### config.mk
export PLATFORM = sky130hd
export DESIGN_NAME = serial_subtractor
export DESIGN_NICKNAME = d
export VERILOG_FILES = /design/src/rtl/serial_subtractor.sv
export SDC_FILE = /design/constraint.sdc
export NUM_CORES = 1
export LEC_CHECK = 0
export BUFFER_PORTS_ARGS = -buffer_cell sky130_fd_sc_hd__buf_2
export CORE_MARGIN = 10
export CORE_UTILIZATION = 32
export CTS_CLUSTER_SIZE = 40
export DETAILED_ROUTE_END_ITERATION = 8
export SLEW_MARGIN = 40
export SYNTH_ARGS = -nofsm -noshare
export SYNTH_HDL_FRONTEND = slang
export SYNTH_SLANG_ARGS = --single-unit
### constraint.sdc
create_clock -name clk -period 3.8 [get_ports clk]
set_input_delay 0.76 -clock clk [delete_from_list [all_inputs] [get_ports clk]]
set_output_delay 0.76 -clock clk [all_outputs]
set_load 0.02 [all_outputs]
### src/rtl/serial_subtractor.sv
// Bit-serial WIDTH-bit subtractor: one full-subtractor cell, registered borrow,
// LSB-first shifting, with a start/busy/done handshake.
module serial_subtractor #(
  parameter int WIDTH = 8
) (
  input  logic             clk,
  input  logic             rst_n,
  input  logic             start,
  input  logic [WIDTH-1:0] in_a,
  input  logic [WIDTH-1:0] in_b,
  input  logic             bin,
  output logic             busy,
  output logic             done,
  output logic [WIDTH-1:0] diff,
  output logic             bout,
  output logic             ovf
);

  localparam int CW = $clog2(WIDTH + 1);
  localparam logic [CW-1:0] CNT_LAST = CW'(WIDTH);

  typedef enum logic {IDLE, SHIFT} state_t;

  state_t           state_q, state_d;
  logic [WIDTH-1:0] a_q, a_d, b_q, b_d, res_q, res_d, diff_q, diff_d;
  logic [CW-1:0]    cnt_q, cnt_d;
  logic             br_q, br_d, amsb_q, amsb_d, bmsb_q, bmsb_d;
  logic             bout_q, bout_d, ovf_q, ovf_d, done_q, done_d;
  logic             a_bit, b_bit, d_bit, br_next;

  always_comb begin
    a_bit   = a_q[0];
    b_bit   = b_q[0];
    d_bit   = a_bit ^ b_bit ^ br_q;
    br_next = (~a_bit & b_bit) | (~(a_bit ^ b_bit) & br_q);

    state_d = state_q;
    a_d     = a_q;
    b_d     = b_q;
    res_d   = res_q;
    cnt_d   = cnt_q;
    br_d    = br_q;
    amsb_d  = amsb_q;
    bmsb_d  = bmsb_q;
    diff_d  = diff_q;
    bout_d  = bout_q;
    ovf_d   = ovf_q;
    done_d  = 1'b0;

    unique case (state_q)
      IDLE: begin
        if (start) begin
          a_d     = in_a;
          b_d     = in_b;
          br_d    = bin;
          amsb_d  = in_a[WIDTH-1];
          bmsb_d  = in_b[WIDTH-1];
          cnt_d   = '0;
          state_d = SHIFT;
        end
      end
      SHIFT: begin
        // Counter reaching WIDTH means all bits are in res_q; this edge commits.
        if (cnt_q == CNT_LAST) begin
          diff_d  = res_q;
          bout_d  = br_q;
          ovf_d   = (amsb_q != bmsb_q) && (res_q[WIDTH-1] != amsb_q);
          done_d  = 1'b1;
          cnt_d   = '0;
          state_d = IDLE;
        end else begin
          a_d   = {1'b0, a_q[WIDTH-1:1]};
          b_d   = {1'b0, b_q[WIDTH-1:1]};
          res_d = {d_bit, res_q[WIDTH-1:1]};
          br_d  = br_next;
          cnt_d = cnt_q + CW'(1);
        end
      end
      default: state_d = IDLE;
    endcase
  end

  always_ff @(posedge clk) begin
    if (!rst_n) begin
      state_q <= IDLE;
      a_q     <= '0;
      b_q     <= '0;
      res_q   <= '0;
      cnt_q   <= '0;
      br_q    <= 1'b0;
      amsb_q  <= 1'b0;
      bmsb_q  <= 1'b0;
      diff_q  <= '0;
      bout_q  <= 1'b0;
      ovf_q   <= 1'b0;
      done_q  <= 1'b0;
    end else begin
      state_q <= state_d;
      a_q     <= a_d;
      b_q     <= b_d;
      res_q   <= res_d;
      cnt_q   <= cnt_d;
      br_q    <= br_d;
      amsb_q  <= amsb_d;
      bmsb_q  <= bmsb_d;
      diff_q  <= diff_d;
      bout_q  <= bout_d;
      ovf_q   <= ovf_d;
      done_q  <= done_d;
    end
  end

  assign busy = (state_q == SHIFT);
  assign done = done_q;
  assign diff = diff_q;
  assign bout = bout_q;
  assign ovf  = ovf_q;

endmodule
==> impl_metrics.yaml <==
status:
  status: "finished clean"
clock_tree:
  post_cts_buffers: 0
  cts_sinks: 43
  cts.clk_slew.worst_paths_ns: 0.09
  cts-root-buf: "clkbuf_8"
  cts_buffer_depth: 2
  cts_resized: 0
  cts_inserted_buffers: 5
  insertion_delay_ns: 0.30
  cts_max_level: 2
  cts_tree: "done"
  cts-hold-fix-buffers: 0
worst_setup_path:
  cp_max_fo: 20
  startpoint_type: "flip-flop"
  worst_ep_required_time_ns: 3.96
  worstPathArrival_ns: 2.33
  worstSetupPathType: "flip-flop to flip-flop"
  end_kind: "flip-flop"
grt:
  grt_max_degree: 50
  antenna_found_initial: 0
  grt.overflow.total: 0
  grt_first_pass_wirelength_um: 6780
  track_usage: 0.0853
  grt_pass1_vias: 1368
power_and_ir_drop:
  pwr_density_cell_nw_per_um2: 458
  leakage_nw: 1.04
  irDropWorstVdd_v: 0.000212
placed_design:
  port_buffers: 31
  placed_area_um2: 2060
  gp_congestion: 0.709
  place_hpwl_um: 2650
  pre_cts_ws_ns: 1.49
yosys:
  syn-mean-instance-area_um2: 9.73
  ys_seq_area_frac: 0.454
  synth_top_family_by_area: "simple AND/OR/NAND/NOR gates"
  yosys.area_share.simple: 0.179
  netlist_area_um2: 1900
  synth_area_leaders: "dfxtp_1, mux2i_1, o211a_1"
  synth_ff_type: "dfxtp_1"
  synth_xor_area_frac: 0
  synth_fp_nets: 218
  ys_top_cells_by_count: "dfxtp_1, nand2_1, mux2i_1"
  yosysMostFrequentCell: "dfxtp_1"
  ys_ff_latch: 43
  yosysWarnings: 0
  muxShareOfSynthArea: 0.127
  yosysUniqueCellTypes: 32
  synth.largest_area_cell: "dfxtp_1"
  synthAdderAreaFrac: 0.0237
  synthCells: 195
  synth_edf_count: 0
  synth_compound_area_frac: 0.157
  async_flop_share: 0
  synth_top_area_share: 0.454
sta:
  max_slew.worst_pin.slew_ns: 0.799
  finalHoldViolations: 0
  setup-violations-final: 0
  fin_tns_setup_ns: 0
  period_minus_slack_ns: 2.17
  skew_ns: 0.00891
  worst_slack_ns: 1.63
  timing.slew.headroom: 0.467
  rsz0062_at_grt: "false"
  max_freq_mhz: 461
  fin_crit_sh: 0.571
  slew_violations: 0
die:
  std_cell_rows: 27
  start_util: 0.336
  core_um2: 5640
  die_x_um: 97.0
  io_pins: 32
  dieArea_um2: 9410
  die_y_um: 97.0
route:
  drtAntennaViolNets: 0
  dr.first_iter.drc_count: 102
  num_vias: 1445
  wirelength_um: 4020
  routedWlPerCell_um: 13.8
  drc: 0
  via_per_inst: 4.95
  dr.pass1.iters: 4
run:
  cap_violations: 0
layout:
  nets: 242
  antenna_cells: 0
  drive_gt1_frac: 0.186
  fillCellCount: 584
  fin_area_um2: 2190
  area_growth_syn_to_layout_pct: 15.7
min_path:
  hold_path_class: "flip-flop to flip-flop"
==> critical path, cell delays in order (launching register included) <==
cell and delay (ns):
dfxtp_1 0.64, or2_1 0.59, and2_1 0.63, o21ai_1 0.16
==> layer usage <==
layer  part of all wire  global-route usage  wire, µm
met5                  0                   0         0
met4              0.018              0.0372        74
met3              0.070              0.0312       282
met2               0.42               0.125      1700
met1               0.49               0.109      1960
==> layout by cell type, fill, tap and decap left out, drive strengths merged <==
cell     count
a21boi       9
ha           2
mux2i       24
o21ai        4
nor2b        4
and3b        1
nand3b       2
or2          1
inv          5
nand3       16
fa           1
nand2       34
o211a       15
a21oi        3
and2         2
o21a         1
nor3b        1
nand4b       1
and4b        1
nand2b       1
dfxtp       43
buf         33
nor2         1
o22ai        2
bufinv       2
and3         2
clkbuf       6
o31ai        1
o2111ai      1
a2bb2oi      1
==> through the flow <==
stage | power, mW | utilization | cells | hold WS [ns]
floorplan | 0.570 | - | 195 | 0.428
global placement | 0.591 | 0.365 | 284 | 0.452
detailed placement | 0.593 | 0.365 | 284 | 0.456
CTS | 1.01 | 0.389 | 292 | 0.467
global route | 1.04 | 0.389 | 292 | 0.482
finish | 1.00 | 0.389 | 292 | 0.463
==> final cells by class <==
type | count | area, µm² | share of cell area
multi-input cells | 131 | 922 | 0.420
flip-flops and latches | 43 | 861 | 0.392
repair buffers | 33 | 170 | 0.0775
well taps | 72 | 90.1 | 0.0410
clock buffers | 6 | 72.6 | 0.0331
clock inverters | 2 | 60.1 | 0.0274
inverters | 5 | 18.8 | 0.00855
==> flip-flops by register name, indices dropped and copies added (netlist names), 4 cells and up <==
signal	flops
cnt_q	4
b_q	8
res_q	8
a_q	8
diff	8
==> report_power, final <==
part / leakage (nW) / internal [mW] / switching (mW)
Combinational: 0.621 / 0.0472 / 0.0487
Sequential: 0.351 / 0.471 / 0.0148
Clock: 0.0654 / 0.263 / 0.160
==> final timing paths <==
| check | startpoint | endpoint | slack, ns | cells after the start |
|---|---|---|---|---|
| max reg2reg | busy$_SDFF_PN0_ | b_q[7]$_SDFFE_PN0P_ | 1.63 | 3 |
| max | busy$_SDFF_PN0_ | b_q[7]$_SDFFE_PN0P_ | 1.63 | 3 |
| min reg2reg | diff[1]$_SDFFE_PN0P_ | diff[1]$_SDFFE_PN0P_ | 0.46 | 2 |
| min | diff[1]$_SDFFE_PN0P_ | diff[1]$_SDFFE_PN0P_ | 0.46 | 2 |
==> kinds of logic after synthesis <==
family	Yosys count
adders and majority gates	3
and+or+nand+nor	67
buffers and inverters	21
muxes	24
DFF	43
AOI/OAI and AO/OA	37
No activity file was read; power rests on OpenSTA's default activity.
